[src/rtl/spi_target_sync_if.sv]
`default_nettype none
// +----------------------------------------------------------------------------+
// | Module      : spi_target_sync_if                                           |
// | Description : SPI pin and byte-stream bundle for the SPI target.           |
// |               The slave modport is the target's view; the master modport   |
// |               is the view of whatever drives the pins and the tx stream.   |
// | Revision    : 1.0 - initial release                                        |
// +----------------------------------------------------------------------------+
interface spi_target_sync_if;
    logic       CPOL;
    logic       CPHA;
    logic       sclk_pin;
    logic       mosi_pin;
    logic       cs_n_pin;
    logic       miso_pin;
    logic       miso_oe;
    logic [7:0] tx_data;
    logic       tx_valid;
    logic       tx_ready;
    logic [7:0] rx_data;
    logic       rx_valid;
    logic       busy;
    logic       underrun;

    modport slave (
        input  CPOL, CPHA, sclk_pin, mosi_pin, cs_n_pin, tx_data, tx_valid,
        output miso_pin, miso_oe, tx_ready, rx_data, rx_valid, busy, underrun
    );

    modport master (
        output CPOL, CPHA, sclk_pin, mosi_pin, cs_n_pin, tx_data, tx_valid,
        input  miso_pin, miso_oe, tx_ready, rx_data, rx_valid, busy, underrun
    );
endinterface
`default_nettype wire

[src/rtl/spi_target_sync.sv]
`default_nettype none
// +----------------------------------------------------------------------------+
// | Module      : spi_target_sync                                              |
// | Description : SPI target (slave), all four modes, oversampling the SPI     |
// |               pins with the system clock. One-byte tx holding register,    |
// |               back-to-back bytes under a single chip select.               |
// | Revision    : 1.0 - initial release                                        |
// +----------------------------------------------------------------------------+
module spi_target_sync #(
    parameter int SYNC_STAGES = 2
) (
    input  logic             clk,
    input  logic             rst,
    spi_target_sync_if.slave bus
);

    typedef enum logic [0:0] {
        ST_IDLE   = 1'b0,
        ST_ACTIVE = 1'b1
    } state_t;

    localparam logic [7:0] C_FILL_BYTE = 8'hFF;

    logic [SYNC_STAGES-1:0] r_sclk_sync;
    logic [SYNC_STAGES-1:0] r_mosi_sync;
    logic [SYNC_STAGES-1:0] r_cs_sync;
    logic                   r_sclk_hist;
    logic                   r_mosi_hist;
    logic                   r_cs_hist;

    state_t     r_state;
    state_t     w_state_next;
    logic       r_cpol;
    logic       r_cpha;
    logic [2:0] r_cnt;
    logic [7:0] r_shift;
    logic [7:0] r_hold;
    logic       r_hold_full;
    logic [6:0] r_rx_sr;
    logic [7:0] r_rx_data;
    logic       r_rx_valid;
    logic       r_underrun;

    logic w_sclk;
    logic w_cs;
    logic w_sclk_edge;
    logic w_cs_fall;
    logic w_cs_rise;
    logic w_leading;
    logic w_trailing;
    logic w_enter;
    logic w_leave;
    logic w_sample;
    logic w_shift;
    logic w_reload;
    logic w_load_shift;

    assign w_sclk      = r_sclk_sync[SYNC_STAGES-1];
    assign w_cs        = r_cs_sync[SYNC_STAGES-1];
    assign w_sclk_edge = (w_sclk != r_sclk_hist);
    assign w_cs_fall   = !w_cs && r_cs_hist;
    assign w_cs_rise   = w_cs && !r_cs_hist;
    // Leading edge leaves the latched idle level, trailing edge returns to it.
    assign w_leading   = w_sclk_edge && (w_sclk != r_cpol);
    assign w_trailing  = w_sclk_edge && (w_sclk == r_cpol);

    // Synchronizer chains plus one history flop per pin; idle-high reset so no false edges.
    always_ff @(posedge clk) begin
        if (rst) begin
            r_sclk_sync <= '1;
            r_mosi_sync <= '1;
            r_cs_sync   <= '1;
            r_sclk_hist <= 1'b1;
            r_mosi_hist <= 1'b1;
            r_cs_hist   <= 1'b1;
        end else begin
            r_sclk_sync[0] <= bus.sclk_pin;
            r_mosi_sync[0] <= bus.mosi_pin;
            r_cs_sync[0]   <= bus.cs_n_pin;
            for (int i = 1; i < SYNC_STAGES; i++) begin
                r_sclk_sync[i] <= r_sclk_sync[i-1];
                r_mosi_sync[i] <= r_mosi_sync[i-1];
                r_cs_sync[i]   <= r_cs_sync[i-1];
            end
            r_sclk_hist <= r_sclk_sync[SYNC_STAGES-1];
            r_mosi_hist <= r_mosi_sync[SYNC_STAGES-1];
            r_cs_hist   <= r_cs_sync[SYNC_STAGES-1];
        end
    end

    // State register.
    always_ff @(posedge clk) begin
        if (rst) begin
            r_state <= ST_IDLE;
        end else begin
            r_state <= w_state_next;
        end
    end

    // Next state and per-cycle actions; a chip-select edge masks any coincident sclk edge.
    always_comb begin
        w_state_next = r_state;
        w_enter      = 1'b0;
        w_leave      = 1'b0;
        w_sample     = 1'b0;
        w_shift      = 1'b0;
        w_reload     = 1'b0;
        case (r_state)
            ST_IDLE: begin
                if (w_cs_fall) begin
                    w_state_next = ST_ACTIVE;
                    w_enter      = 1'b1;
                end
            end
            ST_ACTIVE: begin
                if (w_cs_rise) begin
                    w_state_next = ST_IDLE;
                    w_leave      = 1'b1;
                end else begin
                    w_sample = r_cpha ? w_trailing : w_leading;
                    // The first shift edge of every byte (counter at 0) keeps the freshly
                    // loaded MSB on miso: in mode CPHA=0 it is the trailing edge right after
                    // the reload, in CPHA=1 it is the leading edge that opens the byte.
                    w_shift  = (r_cpha ? w_leading : w_trailing) && (r_cnt != 3'd0);
                    w_reload = w_sample && (r_cnt == 3'd7);
                end
            end
            default: begin
                w_state_next = ST_IDLE;
            end
        endcase
    end

    assign w_load_shift = w_enter || w_reload;

    // Datapath: mode latch, bit counter, rx assembly, tx shift and holding register.
    always_ff @(posedge clk) begin
        if (rst) begin
            r_cpol      <= 1'b0;
            r_cpha      <= 1'b0;
            r_cnt       <= 3'd0;
            r_shift     <= C_FILL_BYTE;
            r_hold      <= 8'h00;
            r_hold_full <= 1'b0;
            r_rx_sr     <= 7'd0;
            r_rx_data   <= 8'h00;
            r_rx_valid  <= 1'b0;
            r_underrun  <= 1'b0;
        end else begin
            r_rx_valid <= 1'b0;
            r_underrun <= 1'b0;

            if (w_enter) begin
                r_cpol <= bus.CPOL;
                r_cpha <= bus.CPHA;
                r_cnt  <= 3'd0;
            end

            if (w_leave) begin
                r_cnt <= 3'd0;
            end

            if (w_sample) begin
                r_rx_sr <= {r_rx_sr[5:0], r_mosi_hist};
                r_cnt   <= r_cnt + 3'd1;
                if (r_cnt == 3'd7) begin
                    r_rx_data  <= {r_rx_sr, r_mosi_hist};
                    r_rx_valid <= 1'b1;
                end
            end

            if (w_load_shift) begin
                if (r_hold_full) begin
                    r_shift <= r_hold;
                end else begin
                    r_shift    <= C_FILL_BYTE;
                    r_underrun <= 1'b1;
                end
            end else if (w_shift) begin
                r_shift <= {r_shift[6:0], 1'b1};
            end

            // A reload wins over a same-cycle write and leaves the holding register empty.
            if (w_load_shift) begin
                r_hold_full <= 1'b0;
            end else if (bus.tx_valid && !r_hold_full) begin
                r_hold      <= bus.tx_data;
                r_hold_full <= 1'b1;
            end
        end
    end

    assign bus.busy     = (r_state == ST_ACTIVE);
    assign bus.miso_oe  = (r_state == ST_ACTIVE);
    assign bus.miso_pin = (r_state == ST_ACTIVE) ? r_shift[7] : 1'b1;
    assign bus.tx_ready = !r_hold_full;
    assign bus.rx_data  = r_rx_data;
    assign bus.rx_valid = r_rx_valid;
    assign bus.underrun = r_underrun;

endmodule
`default_nettype wire
[src/flat_wrapper.sv]
// flat-port wrapper written by rule: the top's interface ports become plain ports
module spi_target_sync_flat 
#(
    parameter int SYNC_STAGES = 2
)
  (clk, rst, bus_CPOL, bus_CPHA, bus_sclk_pin, bus_mosi_pin, bus_cs_n_pin, bus_tx_data, bus_tx_valid, bus_miso_pin, bus_miso_oe, bus_tx_ready, bus_rx_data, bus_rx_valid, bus_busy, bus_underrun);
  spi_target_sync_if bus_i ();
  input  logic clk;
  input  logic rst;
  input wire logic [$bits(bus_i.CPOL)-1:0] bus_CPOL;
  input wire logic [$bits(bus_i.CPHA)-1:0] bus_CPHA;
  input wire logic [$bits(bus_i.sclk_pin)-1:0] bus_sclk_pin;
  input wire logic [$bits(bus_i.mosi_pin)-1:0] bus_mosi_pin;
  input wire logic [$bits(bus_i.cs_n_pin)-1:0] bus_cs_n_pin;
  input wire logic [$bits(bus_i.tx_data)-1:0] bus_tx_data;
  input wire logic [$bits(bus_i.tx_valid)-1:0] bus_tx_valid;
  output wire logic [$bits(bus_i.miso_pin)-1:0] bus_miso_pin;
  output wire logic [$bits(bus_i.miso_oe)-1:0] bus_miso_oe;
  output wire logic [$bits(bus_i.tx_ready)-1:0] bus_tx_ready;
  output wire logic [$bits(bus_i.rx_data)-1:0] bus_rx_data;
  output wire logic [$bits(bus_i.rx_valid)-1:0] bus_rx_valid;
  output wire logic [$bits(bus_i.busy)-1:0] bus_busy;
  output wire logic [$bits(bus_i.underrun)-1:0] bus_underrun;
  assign bus_i.CPOL = bus_CPOL;
  assign bus_i.CPHA = bus_CPHA;
  assign bus_i.sclk_pin = bus_sclk_pin;
  assign bus_i.mosi_pin = bus_mosi_pin;
  assign bus_i.cs_n_pin = bus_cs_n_pin;
  assign bus_i.tx_data = bus_tx_data;
  assign bus_i.tx_valid = bus_tx_valid;
  assign bus_miso_pin = bus_i.miso_pin;
  assign bus_miso_oe = bus_i.miso_oe;
  assign bus_tx_ready = bus_i.tx_ready;
  assign bus_rx_data = bus_i.rx_data;
  assign bus_rx_valid = bus_i.rx_valid;
  assign bus_busy = bus_i.busy;
  assign bus_underrun = bus_i.underrun;
  spi_target_sync #(.SYNC_STAGES(SYNC_STAGES)) u_core (.clk(clk), .rst(rst), .bus(bus_i));
endmodule
[config.mk]
export PLATFORM = sky130hd
export DESIGN_NAME = spi_target_sync_flat
export DESIGN_NICKNAME = d
export VERILOG_FILES = /design/src/rtl/spi_target_sync_if.sv /design/src/rtl/spi_target_sync.sv /design/src/flat_wrapper.sv
export SDC_FILE = /design/constraint.sdc
export NUM_CORES = 1
export LEC_CHECK = 0
export CORE_UTILIZATION = 52
export DETAILED_ROUTE_END_ITERATION = 10
export PLACE_DENSITY = 0.83
export SYNTH_ARGS = -nofsm -noshare
export SYNTH_HDL_FRONTEND = slang
export SYNTH_SLANG_ARGS = --single-unit
[constraint.sdc]
create_clock -name clk -period 3.1 [get_ports clk]
set_input_delay 0.62 -clock clk [delete_from_list [all_inputs] [get_ports clk]]
set_output_delay 0.62 -clock clk [all_outputs]
set_load 0.01 [all_outputs]
==> key figures, run 1 <==
Worst setup path
  • Depth of the worst register-to-register path: 6
  • R2R Path End: u_core.r_shift[2]
  • Req. time, crit path: 2.48 ns
  • R2R setup slack: 1.05 ns
  • CP max FO: 10
  • Data arrival, critical path: 1.60 ns
  • Setup CP Type: flop to output port
  • R2R Path Start: u_core.r_cnt[1]
  • Worst setup EP type: output port
  • Startpoint Class: flop

Detailed routing
  • DRT antenna net count: 0
  • 1st-iter DRT viols: 86
  • Residual DRC: 0
  • Total wire length: 3300 um
  • First-pass iteration count of the detailed router: 4
  • Drt wl/cell: 12.5 um
  • Vias: 1385
  • Drt via density: 5.23

Yosys
  • Synth cell count leaders: dfxtp_1, mux2i_1, nand2_1
  • Ys async rst share: 0
  • Syn nets: 208
  • Yosys warns: 0
  • Post-synth EDFFs: 0
  • Mapped cell area: 1900 sq um
  • Post-Synthesis Cells: 189
  • Sequential share of the synthesized area: 0.516
  • Top cell type's share of synthesized area: 0.516
  • Synth Register Bits: 49
  • Dominant cells by area after synthesis: dfxtp_1, mux2i_1, a21oi_1
  • Post-synth top area cell: dfxtp_1
  • Most common cell in the netlist: dfxtp_1
  • Post-synth cell types: 31
  • Avg Cell Area, Syn: 10.1 sq um
  • Post-synth top flop: dfxtp_1

Final layout
  • Final design utilization: 0.674
  • P&R area growth vs syn: 21.1%
  • Multi-input gate area: 862 sq um
  • # diodes: 0
  • FF+latch area: 981 sq um
  • Final layout net count: 237
  • Fin cells: 265
  • Non-Filler Cell Area, Final: 2300 sq um
  • Filler cells: 275
  • Share of layout cells above drive strength 1: 0.119

Place
  • Post-DP HPWL: 2350 um
  • IO Port Bufs: 29
  • Setup Slack @ Placement: 1.07 ns
  • Dpl cell area: 2220 sq um
  • DP Cell Count: 257
  • GP Congestion: 0.757

STA
  • RSZ-0062 raised after global routing: false
  • Final WS setup: 0.885 ns
  • Least-Margin Pin Slew: 0.644 ns
  • Final setup skew: 0.0138 ns
  • Finish-stage setup viols: 0
  • Final period util: 0.715
  • Max-slew violations: 0
  • Min Tclk post-route: 2.22 ns
  • Setup_tns: 0 ns
  • Fmax: 0.451 GHz
  • Slew HR: 0.570
  • Final hold violations: 0

Worst hold path
  • Hold Path Origin: u_core.r_cs_sync[0]
  • Hold depth: 1
  • Worst hold path class: flop to flop
  • Endpoint, Worst Hold: u_core.r_cs_sync[1]

Power and ir drop
  • Pleak: 0.835 nW
  • Worst vdd ir: 0.287 mV
  • Power Dens Cells: 487 nW/um^2

Floorplanning
  • Die area: 3900 sq um
  • Die width: 62.5 um
  • Core area: 3420 sq um
  • Die Ht: 62.5 um
  • Starting Density: 0.556
  • Row count: 21
  • Ports: 30

Job
  • Max-cap violations: 0

Global routing
  • Antenna violations before repair: 0
  • First-pass GRT wire length: 5820 um
  • Total GRT Usage: 0.190
  • Largest net degree at the start of global routing: 26
  • Vias in the first global route: 1343
  • GR Overflow Total: 0

CTS
  • CTS tree: done
  • Clk slew on worst S/H paths: 0.14 ns
  • Num CTS Buffers: 5
  • Sink Count: 49
  • Postcts setup bufs: 0
  • Hold_buf cts: 0
  • CTS H-tree depth: 2
  • Clock Root Buffer: clkbuf_4
  • Clk_lat worst skew: 0.36 ns
  • CTS resizes: 0
  • Clock buffer depth: 2

Status
  • Status: finished, final reports clean
## cell type report
type / count / area share
multi-input cells: 128 / 0.374
well taps: 46 / 0.0250
clock inverters: 1 / 0.0130
clock buffers: 7 / 0.0239
repair buffers: 31 / 0.133
inverters: 3 / 0.00489
flip-flops and latches: 49 / 0.426
## state kept, by name, summed over array words and instances, names as in the netlist, 2 cells and up
name                count
u_core.bus.rx_data      8
u_core.r_hold           8
u_core.r_shift          8
u_core.r_rx_sr          7
u_core.r_cnt            3
u_core.r_cs_sync        2
u_core.r_mosi_sync      2
u_core.r_sclk_sync      2
## stage by stage
| stage | hold WS (ns) | power, mW |
|---|---|---|
| floorplan | 0.389 | 0.719 |
| global route | 0.452 | 1.17 |
| detailed placement | 0.395 | 0.756 |
| global placement | 0.392 | 0.752 |
| finish | 0.423 | 1.12 |
| CTS | 0.425 | 1.13 |
## critical path, stage by stage (launching register included)
cell             delay (ns)
dfxtp_1                0.38
clkinv_1               0.27
clkdlybuf4s50_1        0.59
## power breakdown
group	total, mW	internal, mW	switching [mW]
registers	0.657	0.647	0.0103
clock network	0.380	0.193	0.188
logic	0.0843	0.0446	0.0397
## worst max-delay path by stage
stage / startpoint / end / slack (ns) / depth (start not counted)
after floorplan: u_core.r_cpol / u_core.r_shift[6] / 1.38 / 5
after global placement: rst / u_core.r_shift[6] / 1.18 / 4
after detailed placement: u_core.r_cnt[1] / u_core.r_shift[2] / 1.07 / 6
after CTS: u_core.r_hold_full / bus_tx_ready / 0.88 / 2
after global routing: u_core.r_hold_full / bus_tx_ready / 0.77 / 2
final: u_core.r_hold_full / bus_tx_ready / 0.88 / 2
## per-layer routing
metal	up-vias	track usage	wire [um]
li1	705	-	-
met1	640	0.214	1470
met2	33	0.330	1660
met3	7	0.0566	114
met4	0	0.0843	53
met5	-	0	0
## cell families after synthesis
family,count (synthesis),share of synthesized area
xor+xnor,1,0.00856
simple gates,67,0.171
buf+inv,12,0.0303
mux,26,0.140
compound gates,31,0.115
flops,49,0.516
fa+ha+maj,3,0.0198
## cell usage in the layout, fill, tap and decap left out, drive strengths merged
master	n
ha	3
o2111ai	1
nand3	1
or2	10
nor3	6
nor3b	1
a2111oi	7
a21oi	18
bufinv	1
nor2	19
a211oi	2
mux2i	25
mux2	1
inv	2
clkdlybuf4s50	29
o21bai	1
xor2	1
clkinv	1
clkbuf	7
dfxtp	49
or3b	1
nand2b	2
nor2b	3
buf	2
nand2	24
a22o	2
Note: power is estimated with default switching activity, not from simulation.
==> inputs of run 2 (changes only) <==
==> constraint.sdc (replaced) <==
create_clock -name clk -period 2.25 [get_ports clk]
set_input_delay 0.45 -clock clk [delete_from_list [all_inputs] [get_ports clk]]
set_output_delay 0.45 -clock clk [all_outputs]
set_load 0.01 [all_outputs]
==> key figures, run 2 (synthesized netlist as in run 1, its figures left out) <==
Power and ir drop
  • Reg power frac: 0.595 (+0.009)
  • Net Sw Power: 333 uW (+40%)
  • Net Sw Frac: 0.219 (+0.00701)
  • Worst vdd ir: 0.508 mV (+77%)
  • Final Power: 1.52 mW (+36%)
  • Pint: 1.19 mW (+35%)
  • Pleak: 0.832 nW (-0.32%)
  • Clk network pwr share: 0.329 (-0.010)
  • Comb power frac: 0.076 (about the same)
  • Power Dens Cells: 663 nW/um^2 (+36%)

STA
  • Final hold violations: 0 (unchanged)
  • Finish-stage setup viols: 0 (unchanged)
  • Fmax: 0.483 GHz
  • Final setup skew: 0.00782 ns (-0.00601 ns)
  • Final period util: 0.921
  • RSZ-0062 raised after global routing: false
  • Least-Margin Pin Slew: 0.613 ns (-0.0314 ns)
  • Final hold slack: 0.423 ns (-0.000128 ns)
  • Setup_tns: 0 ns (unchanged)
  • Slew HR: 0.590 (+0.0203)
  • Min Tclk post-route: 2.07 ns
  • Max-slew violations: 0 (unchanged)

Floorplanning
  • Die area: 3900 sq um (unchanged)
  • Row count: 21 (unchanged)
  • Die width: 62.5 um (unchanged)
  • Starting Density: 0.556 (unchanged)
  • Core area: 3420 sq um (unchanged)
  • Die Ht: 62.5 um (unchanged)
  • Ports: 30 (unchanged)

Detailed routing
  • First-pass iteration count of the detailed router: 4 (unchanged)
  • Vias: 1407 (+1.6%)
  • DRT antenna net count: 0 (unchanged)
  • Total wire length: 3440 um (+4.2%)
  • 1st-iter DRT viols: 62 (-28%)
  • Drt wl/cell: 13.0 um (+4.2%)
  • Residual DRC: 0 (unchanged)
  • Drt via density: 5.31 (+1.6%)

Place
  • GP Congestion: 0.713 (-5.8%)
  • IO Port Bufs: 29 (unchanged)
  • DP Cell Count: 257 (unchanged)
  • Post-DP HPWL: 2470 um (+5.1%)

CTS
  • CTS H-tree depth: 2 (unchanged)
  • CTS tree: done
  • Clock Root Buffer: clkbuf_4
  • Hold_buf cts: 0 (unchanged)
  • Clock buffer depth: 2 (unchanged)
  • Num CTS Buffers: 5 (unchanged)
  • Clk slew on worst S/H paths: 0.13 ns (about the same)
  • Sink Count: 49 (unchanged)
  • Clk_lat worst skew: 0.36 ns (about the same)

Worst setup path
  • R2R Path Start: u_core.r_cpha
  • CP max FO: 10 (unchanged)
  • Worst-path cell chain: clkinv_1 > clkdlybuf4s50_1
  • Worst setup EP type: output port
  • Critical path's slowest cell: clkdlybuf4s50_1
  • Crit path launch: u_core.r_hold_full
  • Data arrival, critical path: 1.62 ns (+0.02 ns)
  • Setup CP Type: flop to output port
  • Startpoint Class: flop
  • Max incr delay on CP: 0.58 ns (about the same)
  • Req. time, crit path: 1.80 ns (-0.68 ns)

Final layout
  • Most frequent cells in the layout: dfxtp_1, clkdlybuf4s50_1, nand2_1, mux2i_1
  • Fin cells: 265 (unchanged)
  • Final layout net count: 237 (unchanged)
  • Share of layout cells above drive strength 1: 0.123 (+0.00457)
  • # diodes: 0 (unchanged)
  • Commonest non-fill, non-tap cell in the layout: dfxtp_1
  • P&R area growth vs syn: 20.9%

Global routing
  • Total GRT Usage: 0.199 (+0.00860)
  • First-pass GRT wire length: 6040 um (+3.8%)
  • Largest net degree at the start of global routing: 32 (+23%)
  • GR Overflow Total: 0 (unchanged)
  • Antenna violations before repair: 0 (unchanged)
  • Vias in the first global route: 1406 (+4.7%)

Status
  • Status: finished, final reports clean

Worst hold path
  • Worst hold path class: flop to flop
  • Hold Path Origin: u_core.r_sclk_sync[0]

Job
  • Max-cap violations: 0 (unchanged)
-- run 2: layout make-up --
type | count | area, sq um
well taps | 46 | 57.6
clock buffers | 6 | 41.3
flip-flops and latches | 49 | 981
repair buffers | 31 | 305
inverters | 3 | 11.3
clock inverters | 2 | 38.8
fillers | 279 | 1120
multi-input cells | 128 | 862
-- run 2: critical path, delay by kind of cell, from the launching register on --
family	cells	cell delay, ns
buffers and inverters	2	0.87
flip-flops	1	0.38
-- run 2: timing repair --
action,in CTS,in global routing
setup endpoints to repair,0,2
buffers inserted,0,0
gates resized for setup,0,1
-- run 2: stage by stage --
| step | util | instance area (sq um) | setup WS [ns] |
|---|---|---|---|
| 3_3_place_gp | 0.649 | 2220 | 0.332 |
| 4_1_cts | 0.673 | 2300 | 0.181 |
| 2_1_floorplan | - | 1900 | 0.526 |
| 3_5_place_dp | 0.649 | 2220 | 0.239 |
| 6_report | 0.673 | 2300 | 0.178 |
| 5_1_grt | 0.673 | 2300 | 0.0296 |
-- run 2: power groups by stage --
stage | clock network (mW) | registers (mW) | logic (mW)
floorplan | 0 | 0.921 | 0.0693
global placement | 0 | 0.923 | 0.113
detailed placement | 0 | 0.925 | 0.117
CTS | 0.517 | 0.906 | 0.117
global route | 0.562 | 0.909 | 0.128
finish | 0.500 | 0.905 | 0.116
-- run 2: layer usage --
| metal | vias up | share of wire | track usage | wire length (um) |
|---|---|---|---|---|
| li1 | 704 | - | - | - |
| met1 | 666 | 0.43 | 0.215 | 1490 |
| met2 | 29 | 0.51 | 0.353 | 1760 |
| met3 | 8 | 0.036 | 0.0602 | 124 |
| met4 | 0 | 0.019 | 0.0930 | 67 |
| met5 | - | 0 | 0 | 0 |
-- run 2: path summary, 6_finish.rpt --
check / slack, ns / to / depth (start not counted)
hold / removal: 0.42 / u_core.r_sclk_sync[1] / 1
hold reg to reg: 0.42 / u_core.r_sclk_sync[1] / 1
setup / recovery: 0.18 / bus_tx_ready / 2
setup reg to reg: 0.24 / u_core.r_shift[3] / 5
